===== config.mk =====
export PLATFORM = sky130hd
export DESIGN_NAME = uart_packet_rx
export DESIGN_NICKNAME = d
export VERILOG_FILES = /design/src/rtl/uart_packet_pkg.sv /design/src/rtl/uart_packet_timeout.sv /design/src/rtl/uart_packet_rx.sv
export SDC_FILE = /design/constraint.sdc
export NUM_CORES = 1
export LEC_CHECK = 0
export ABC_AREA = 1
export CORE_MARGIN = 2
export CORE_UTILIZATION = 50
export CTS_CLUSTER_SIZE = 25
export DETAILED_ROUTE_END_ITERATION = 10
export PLACE_DENSITY = 0.73
export SLEW_MARGIN = 20
export SYNTH_ARGS = -nofsm -noshare
export SYNTH_HDL_FRONTEND = slang
export SYNTH_SLANG_ARGS = --single-unit

===== constraint.sdc =====
create_clock -name ipClk -period 1.8 [get_ports ipClk]
set_clock_uncertainty 0.05 [all_clocks]
set_input_delay 0.36 -clock ipClk [delete_from_list [all_inputs] [get_ports ipClk]]
set_output_delay 0.36 -clock ipClk [all_outputs]
set_load 0.02 [all_outputs]

===== src/rtl/uart_packet_pkg.sv =====
// Shared definitions for the UART packet deframer (rx) and framer (tx).
//   PacketState       : parser/framer state encoding
//   DEFAULT_SYNC_BYTE : first byte of every packet
package uart_packet_pkg;

  typedef enum logic [2:0] {
    IDLE,
    DEST,
    SRC,
    LEN,
    PAYLOAD,
    CHECK
  } PacketState;

  localparam logic [7:0] DEFAULT_SYNC_BYTE = 8'h55;

endpackage


===== src/rtl/uart_packet_timeout.sv =====
// Inter-byte timeout: loadable down-counter.
//   clk_i, rst_ni : clock, asynchronous active-low reset
//   restart_i     : reload the counter (a byte arrived)
//   enable_i      : count down (a packet is in progress)
//   expired_o     : one-cycle pulse on the TIMEOUT_CYCLES-th idle cycle after the last reload
module uart_packet_timeout #(
  parameter int unsigned TIMEOUT_CYCLES = 43400
) (
  input  logic clk_i,
  input  logic rst_ni,
  input  logic restart_i,
  input  logic enable_i,
  output logic expired_o
);

  localparam int unsigned CntW = $clog2(TIMEOUT_CYCLES + 1);
  localparam logic [CntW-1:0] LoadVal = CntW'(TIMEOUT_CYCLES);

  logic [CntW-1:0] count_q, count_d;

  always_comb begin
    count_d = count_q;
    if (restart_i) begin
      count_d = LoadVal;
    end else if (enable_i && (count_q != '0)) begin
      count_d = count_q - CntW'(1);
    end
  end

  // A reload in the same cycle suppresses expiry: the arriving byte wins.
  assign expired_o = enable_i && !restart_i && (count_q == CntW'(1));

  always_ff @(posedge clk_i or negedge rst_ni) begin
    if (!rst_ni) begin
      count_q <= '0;
    end else begin
      count_q <= count_d;
    end
  end

endmodule


===== src/rtl/uart_packet_rx.sv =====
// Packet deframer fed by a UART receiver byte stream.
// Parses SYNC, DEST, SRC, LEN header, then forwards LEN payload bytes with SoP/EoP markers.
// Optional feature macro PACKET_CHECKSUM_EN: a trailing 8-bit sum byte is checked and opError
// pulses on mismatch; when undefined opError is tied low.
//   ipClk, ipReset        : clock, asynchronous active-low reset
//   ipRxData, ipRxValid   : incoming byte and its one-cycle strobe
//   opDestination/opSource/opLength, opHeaderValid : header fields and update pulse
//   opData, opValid, opSoP, opEoP : payload stream
//   opTimeout, opError    : abort pulse, checksum mismatch pulse
// All outputs are registered: a response appears one cycle after the ipRxValid cycle.
module uart_packet_rx
  import uart_packet_pkg::*;
#(
  parameter logic [7:0]  SYNC_BYTE      = DEFAULT_SYNC_BYTE,
  parameter int unsigned TIMEOUT_CYCLES = 43400
) (
  input  logic       ipClk,
  input  logic       ipReset,
  input  logic [7:0] ipRxData,
  input  logic       ipRxValid,
  output logic [7:0] opDestination,
  output logic [7:0] opSource,
  output logic [7:0] opLength,
  output logic       opHeaderValid,
  output logic [7:0] opData,
  output logic       opValid,
  output logic       opSoP,
  output logic       opEoP,
  output logic       opTimeout,
  output logic       opError
);

`ifdef PACKET_CHECKSUM_EN
  localparam PacketState EndState = CHECK;
`else
  localparam PacketState EndState = IDLE;
`endif

  PacketState state_q, state_d;
  logic [7:0] dest_q, dest_d, src_q, src_d, len_q, len_d;
  logic [7:0] data_q, data_d, remaining_q, remaining_d;
  logic       hv_q, hv_d, valid_q, valid_d, sop_q, sop_d, eop_q, eop_d;
  logic       timeout_q, timeout_d;
  logic       expired;

  uart_packet_timeout #(
    .TIMEOUT_CYCLES(TIMEOUT_CYCLES)
  ) u_timeout (
    .clk_i    (ipClk),
    .rst_ni   (ipReset),
    .restart_i(ipRxValid),
    .enable_i (state_q != IDLE),
    .expired_o(expired)
  );

  // State register
  always_ff @(posedge ipClk or negedge ipReset) begin
    if (!ipReset) begin
      state_q <= IDLE;
    end else begin
      state_q <= state_d;
    end
  end

  // Next state
  always_comb begin
    state_d = state_q;
    if (ipRxValid) begin
      unique case (state_q)
        IDLE:    if (ipRxData == SYNC_BYTE) state_d = DEST;
        DEST:    state_d = SRC;
        SRC:     state_d = LEN;
        LEN:     state_d = (ipRxData == 8'd0) ? EndState : PAYLOAD;
        PAYLOAD: if (remaining_q == 8'd1) state_d = EndState;
        CHECK:   state_d = IDLE;
        default: state_d = IDLE;
      endcase
    end else if (expired) begin
      state_d = IDLE;
    end
  end

`ifdef PACKET_CHECKSUM_EN
  logic [7:0] sum_q, sum_d;
  logic       error_q, error_d;
`endif

  // Outputs and datapath next-state
  always_comb begin
    dest_d      = dest_q;
    src_d       = src_q;
    len_d       = len_q;
    data_d      = data_q;
    remaining_d = remaining_q;
    hv_d        = 1'b0;
    valid_d     = 1'b0;
    sop_d       = 1'b0;
    eop_d       = 1'b0;
    timeout_d   = 1'b0;
`ifdef PACKET_CHECKSUM_EN
    sum_d       = sum_q;
    error_d     = 1'b0;
`endif
    if (ipRxValid) begin
      unique case (state_q)
        DEST: begin
          dest_d = ipRxData;
`ifdef PACKET_CHECKSUM_EN
          sum_d  = ipRxData;
`endif
        end
        SRC: begin
          src_d = ipRxData;
`ifdef PACKET_CHECKSUM_EN
          sum_d = sum_q + ipRxData;
`endif
        end
        LEN: begin
          len_d       = ipRxData;
          remaining_d = ipRxData;
          hv_d        = 1'b1;
`ifdef PACKET_CHECKSUM_EN
          sum_d       = sum_q + ipRxData;
`endif
        end
        PAYLOAD: begin
          valid_d     = 1'b1;
          data_d      = ipRxData;
          // remaining still equals the length only on the first payload byte
          sop_d       = (remaining_q == len_q);
          eop_d       = (remaining_q == 8'd1);
          remaining_d = remaining_q - 8'd1;
`ifdef PACKET_CHECKSUM_EN
          sum_d       = sum_q + ipRxData;
`endif
        end
`ifdef PACKET_CHECKSUM_EN
        CHECK: error_d = (ipRxData != sum_q);
`endif
        default: ;
      endcase
    end else if (expired) begin
      timeout_d = 1'b1;
    end
  end

  always_ff @(posedge ipClk or negedge ipReset) begin
    if (!ipReset) begin
      dest_q      <= '0;
      src_q       <= '0;
      len_q       <= '0;
      data_q      <= '0;
      remaining_q <= '0;
      hv_q        <= 1'b0;
      valid_q     <= 1'b0;
      sop_q       <= 1'b0;
      eop_q       <= 1'b0;
      timeout_q   <= 1'b0;
    end else begin
      dest_q      <= dest_d;
      src_q       <= src_d;
      len_q       <= len_d;
      data_q      <= data_d;
      remaining_q <= remaining_d;
      hv_q        <= hv_d;
      valid_q     <= valid_d;
      sop_q       <= sop_d;
      eop_q       <= eop_d;
      timeout_q   <= timeout_d;
    end
  end

`ifdef PACKET_CHECKSUM_EN
  always_ff @(posedge ipClk or negedge ipReset) begin
    if (!ipReset) begin
      sum_q   <= '0;
      error_q <= 1'b0;
    end else begin
      sum_q   <= sum_d;
      error_q <= error_d;
    end
  end
  assign opError = error_q;
`else
  assign opError = 1'b0;
`endif

  assign opDestination = dest_q;
  assign opSource      = src_q;
  assign opLength      = len_q;
  assign opHeaderValid = hv_q;
  assign opData        = data_q;
  assign opValid       = valid_q;
  assign opSoP         = sop_q;
  assign opEoP         = eop_q;
  assign opTimeout     = timeout_q;

endmodule

==> flow_summary_export.csv, run 1 <==
group,metric,value,unit
yosys,synth_flop_cell,"dfrtp_1",
route,drc,0,
sta,fin_crit,1.76,ns
cts,clk_path_buf_depth,2,
finish,area_growth,26.8,%
route,routedWlPerCell,14.1,µm
sta,period_share,97.7,%
die,die_height,85.0,µm
power,seqPwrFrac,35.3,%
global_routing,grt_pass1_vias,2788,
sta,finalWorstSetupSlack,0.0408,ns
worst_setup_path,worstSetupPathType,"reg -> out",
global_routing,groute.usage.overall,23.7,%
sta,setup_viol,0,
sta,hold_viol,0,
finish,layout.nets,493,
sta,finalSetupTns,0,ns
worst_setup_path,crit_family,"buffers and inverters",
die,row_count,29,
yosys,synth_seq_cells,64,
die,pin_count,49,
die,fp.dieW,85.0,µm
yosys,synth_cell_type_count,31,
power,p_leak,2.09,nW
sta,fmax,568,MHz
worst_setup_path,critical_path_buf_inv_count,1,
finish,seqCellArea,0.00160,mm²
power,finalPower,0.00713,W
cts,cts_sinks,64,
worst_setup_path,worstSetupStartpoint,"opLength[1]",
route,vias,2931,
global_routing,grt_pass1_wl,13.3,mm
finish,drive_above_1_share,13.0,%
die,core-area,0.00635,mm²
global_routing,grt.overflow.total,0,
min_path,hold_class,"in -> async",
placement,pre_cts_ws,-0.0480,ns
power,ir_worst_vdd,0.00102,V
yosys,synthArstFlopShare,100,%
worst_setup_path,timing.rr.start,"u_timeout.count_q[1]",
worst_setup_path,worstPathArrival,1.35,ns
power,power.switching,0.00303,W
placement,port_buffers,47,
worst_setup_path,worstPathRequired,1.39,ns
yosys,syn_area_per_cell,7.99,µm²
yosys,synth-seq-area-share,48.8,%
route,vias_per_cell,5.23,
worst_setup_path,crit_slowest_cell,"clkdlybuf4s50_1",
cts,cts-root-buf,"clkbuf_8",
yosys,synth_edf_count,0,
cts,insertion_delay,0.34,ns
worst_setup_path,slowest_delay,0.62,ns
finish,multi_input_area,0.00146,mm²
cts,cts_tree,"yes",
power,switching_share,42.5,%
yosys,syn_inst,411,
placement,place_congestion,0.930,
die,initial_core_util,51.7,%
finish,fillers,532,
worst_setup_path,worstPathMaxFanout,3,
power,p_int,0.00410,W
yosys,syn-num-nets,426,
job,drv_cap,0,
worst_setup_path,start_kind,"flip-flop",
sta,drv_slew,0,
route,drt_iter0_drc,149,
run_status,run_status,"finished, final reports clean",
cts,cts_buffers,9,
global_routing,grt_max_degree,55,
yosys,yosys_warnings,0,
yosys,synth_area,0.00328,mm²
power,power.density,1710,mW/mm²
power,clkPwrFrac,17.2,%
route,routed_wl,7.87,mm
worst_setup_path,critical_path.cell_chain,"clkdlybuf4s50_1",
power,combPwrFrac,47.5,%
global_routing,antenna_found_initial,0,
die,design.die.area,0.00723,mm²
cts,clk_pin_slew_worst_paths,0.07,ns
finish,antenna_cells,0,
cts,cts.htree.levels,3,
route,ant_nets,0,
placement,dpl.hpwl,5.78,mm
worst_setup_path,endpoint_kind,"output port",
route,firstDrtPassIters,4,
-- Yosys cell counts (4+ instances only) --
library cell / number / area share, %
o21ai_0: 20 / 3.1
nand3b_1: 4 / 0.92
dfrtp_1: 64 / 49
xor2_1: 6 / 1.6
nor2_1: 44 / 5.0
xnor2_1: 7 / 1.9
nand2_2: 13 / 2.5
buf_2: 5 / 0.76
inv_1: 31 / 3.5
nand4_1: 11 / 2.1
nand3_1: 19 / 2.9
nand2_1: 116 / 13
nor2_4: 4 / 1.4
ha_1: 4 / 1.5
o21ai_1: 36 / 5.5
-- through the flow --
| stage | hold WS, ns | utilization, % | area [µm²] | cells |
|---|---|---|---|---|
| finish | 0.379 | 65.6 | 4160 | 560 |
| global route | 0.384 | 65.6 | 4160 | 560 |
| CTS | 0.375 | 65.2 | 4140 | 560 |
| detailed placement | 0.206 | 62.0 | 3940 | 543 |
| global placement | 0.208 | 62.0 | 3940 | 543 |
| floorplan | 0.0144 | - | 3280 | 411 |
-- layer usage --
metal  share of wire, %  track usage (%)  up-vias
li1                   -                -     1460
met1                 45             31.9     1371
met2                 46             35.7       85
met3                6.8             7.30       15
met4                2.2             9.67        0
met5                  0                0        -
-- sequential cells by signal, summed over array words and instances (netlist names) --
| register | cells |
|---|---|
| opDestination | 8 |
| opSource | 8 |
| opEoP | 1 |
| opSoP | 1 |
| opValid | 1 |
| state_q | 3 |
| u_timeout.count_q | 16 |
| opData | 8 |
| opTimeout | 1 |
| opLength | 8 |
| opHeaderValid | 1 |
| remaining_q | 8 |
-- cell families (layout without fill, tap and decap cells) --
group / after synthesis / after routing / share of synthesized area (%)
simple gates: 219 / 219 / 29.6
flops: 64 / 64 / 48.8
compound gates: 62 / 62 / 9.72
buf+inv: 48 / 120 / 6.75
xor+xnor: 13 / 13 / 3.47
fa+ha+maj: 4 / 4 / 1.53
other cells: 1 / 1 / 0.114
-- path summary, 6_finish.rpt --
| kind | slack (ns) | endpoint | depth (start not counted) |
|---|---|---|---|
| max in group asynchronous | 0.76 | opData[3] | 3 |
| min in group ipClk | 0.44 | opData[5] | 2 |
| worst max-delay path | 0.04 | opLength[1] | 1 |
| worst max register to register | 0.19 | u_timeout.count_q[8] | 10 |
| worst min register to register | 0.44 | opData[5] | 2 |
| worst min-delay path | 0.38 | u_timeout.count_q[10] | 2 |
-- layout make-up --
cell class / count / area share [%]
inverters: 36 / 3.34
multi-input cells: 299 / 35.0
well taps: 77 / 2.31
clock buffers: 9 / 2.98
clock inverters: 7 / 1.74
flip-flops and latches: 64 / 38.5
repair buffers: 68 / 16.1
-- power groups by stage --
stage	sequential [W]	combinational (W)	clock, W
finish	0.00252	0.00339	0.00123
global route	0.00259	0.00377	0.00133
CTS	0.00252	0.00342	0.00126
detailed placement	0.00253	0.00340	0
global placement	0.00253	0.00335	0
floorplan	0.00285	0.00176	0
-- placed cells by master, fill, tap and decap left out, drive strengths merged --
cell type,count
clkbuf,9
a21oi,2
nand4,11
o21ai,56
o22ai,1
dlymetal6s2s,8
nand3b,4
nand2,130
clkinv,5
clkinvlp,2
buf,21
xnor2,7
clkdlybuf4s50,38
xor2,6
dfrtp,64
o21bai,2
o211ai,1
inv,35
nor3,3
ha,4
nand3,19
nor2,51
bufinv,1
conb,1
nor4,1
dlygate4sd3,1
-- what timing repair did --
action                                  4_1_cts  5_1_grt
resized for setup                             0        8
endpoints found under the setup margin        0        8
buffers inserted                              0        0
hold buffers                                  1        0
hold endpoints to repair                     10        0
No activity file was read; power rests on OpenSTA's default activity.
==> inputs of run 2 (changes only) <==
CTS_BUF_LIST = sky130_fd_sc_hd__clkbuf_2   (was not set)
==> run 2 against run 1 <==
Net effect:
- die area unchanged
- total power is 8.4% lower
- clock-buffer cell count did not move
- critical path depth unchanged
- global-route usage down 0.25 points
- register-to-register slack about the same
- combinational power shrank 6.8%
- cell count is the same
- core utilization decreased by 2.3 points
- clock power decreased by 29%
==> flow_summary_export.csv, run 2 (same netlist as run 1, synthesis figures left out) <==
group,metric,value,unit
worst_setup_path,crit_family,"flip-flops",
worst_setup_path,critical_path.cell_chain,"dlygate4sd2_1",
route,firstDrtPassIters,4,
finish,layout.nets,493,
cts,clk_pin_slew_worst_paths,0.19,ns
power,power.switching,0.00299,W
sta,hold_viol,0,
sta,rsz0062_at_grt,"false",
route,vias_per_cell,5.24,
route,drt_iter0_drc,152,
power,ir_worst_vdd,0.000884,V
worst_setup_path,timing.rr.start,"state_q[1]",
sta,finalSetupTns,0,ns
die,design.die.area,0.00723,mm²
job,drv_cap,0,
finish,final_common_cell,"nand2_1",
run_status,run_status,"finished, final reports clean",
cts,clk_path_buf_depth,2,
min_path,hold_class,"in -> async",
power,power.density,1630,mW/mm²
power,clkPwrFrac,13.4,%
worst_setup_path,r2r-end,"u_timeout.count_q[1]",
global_routing,antenna_found_initial,0,
finish,drive_above_1_share,13.0,%
cts,cts_tree,"yes",
power,seqPwrFrac,38.2,%
power,combPwrFrac,48.4,%
worst_setup_path,cp.depth,1,
finish,top_register,"u_timeout.count_q",
placement,pre_cts_ws,-0.0480,ns
global_routing,groute.usage.overall,23.4,%
sta,drv_slew,0,
die,pin_count,49,
sta,fin_crit,1.68,ns
route,routed_wl,7.80,mm
worst_setup_path,critical_path_buf_inv_count,1,
route,routedWlPerCell,13.9,µm
placement,place_congestion,0.930,
placement,dpl.hpwl,5.78,mm
sta,setup_viol,0,
cts,cts-root-buf,"clkbuf_2",
placement,dp.cells,543,
worst_setup_path,worstSetupPathType,"reg -> out",
finish,fin_cells,560,
sta,period_share,93.1,%
finish,largest_register_ffs,16,
power,switching_share,45.7,%
sta,finalWorstSetupSlack,0.124,ns
worst_setup_path,cp-endpoint,"opLength[0]",
sta,hold_ws,0.200,ns
worst_setup_path,r2r_slack,0.18,ns
finish,antenna_cells,0,
route,vias,2936,
die,row_count,29,
worst_setup_path,slowest_delay,0.45,ns
route,drc,0,
placement,port_buffers,47,
power,p_int,0.00355,W
global_routing,grt_pass1_vias,2778,
worst_setup_path,worstPathRequired,1.39,ns
sta,fmax,596,MHz
route,ant_nets,0,
die,fp.dieW,85.0,µm
global_routing,grt_pass1_wl,13.2,mm
worst_setup_path,start_kind,"flip-flop",
worst_setup_path,worstSetupStartpoint,"opLength[0]",
die,die_height,85.0,µm
cts,cts_sinks,64,
worst_setup_path,worstPathArrival,1.27,ns
cts,insertion_delay,0.48,ns
cts,cts.htree.levels,3,
finish,most-common-layout-cells,"nand2_1, dfrtp_1, nor2_1",
die,core-area,0.00635,mm²
die,initial_core_util,51.7,%
cts,cts_buffers,9,
global_routing,grt.overflow.total,0,
worst_setup_path,worstPathMaxFanout,3,
global_routing,grt_max_degree,55,
worst_setup_path,rr_worst_depth,9,
worst_setup_path,crit_slowest_cell,"dfrtp_1",
finish,area_growth,22.4,%
power,finalPower,0.00653,W
power,p_leak,2.07,nW
worst_setup_path,endpoint_kind,"output port",
-- run 2: timing repair --
item                       in CTS  in global routing
gates resized for setup        37                  0
hold buffers                    1                  0
hold endpoints to repair       49                  0
setup endpoints to repair      37                  0
buffers inserted                0                  0
-- run 2: worst min path at each step --
stage	from	endpoint	slack (ns)	depth (start not counted)
floorplan	ipReset	opData[0]	0.01	0
global route	ipReset	opTimeout	0.19	2
CTS	ipReset	u_timeout.count_q[3]	0.18	2
detailed placement	ipReset	opSoP	0.21	1
global placement	ipReset	opSoP	0.21	1
finish	ipReset	u_timeout.count_q[2]	0.20	2
-- run 2: metal layers --
| metal | GRT usage (%) | wire length, µm | vias up |
|---|---|---|---|
| li1 | - | - | 1466 |
| met1 | 30.9 | 3480 | 1365 |
| met2 | 36.6 | 3600 | 92 |
| met3 | 5.64 | 571 | 13 |
| met4 | 11.0 | 155 | 0 |
| met5 | 0 | 0 | - |
-- run 2: power by group through the flow --
| stage | logic, W | clock network, W | registers (W) |
|---|---|---|---|
| 5_1_grt | 0.00354 | 0.000958 | 0.00257 |
| 4_1_cts | 0.00318 | 0.000905 | 0.00250 |
| 2_1_floorplan | 0.00176 | 0 | 0.00285 |
| 6_report | 0.00316 | 0.000878 | 0.00250 |
| 3_5_place_dp | 0.00340 | 0 | 0.00253 |
| 3_3_place_gp | 0.00335 | 0 | 0.00253 |
-- run 2: area by class of cell --
class / count / area (µm²)
Clock buffer: 9 / 45.0
Clock inverter: 7 / 72.6
Fill cell: 579 / 2330
Inverter: 36 / 139
Multi-Input combinational cell: 299 / 1460
Sequential cell: 64 / 1600
Tap cell: 77 / 96.3
Timing Repair Buffer: 68 / 604
-- run 2: through the flow --
stage | instance area, µm² | util (%)
2_1_floorplan | 3280 | -
3_3_place_gp | 3940 | 62.0
3_5_place_dp | 3940 | 62.0
4_1_cts | 4020 | 63.3
5_1_grt | 4020 | 63.3
6_report | 4020 | 63.3
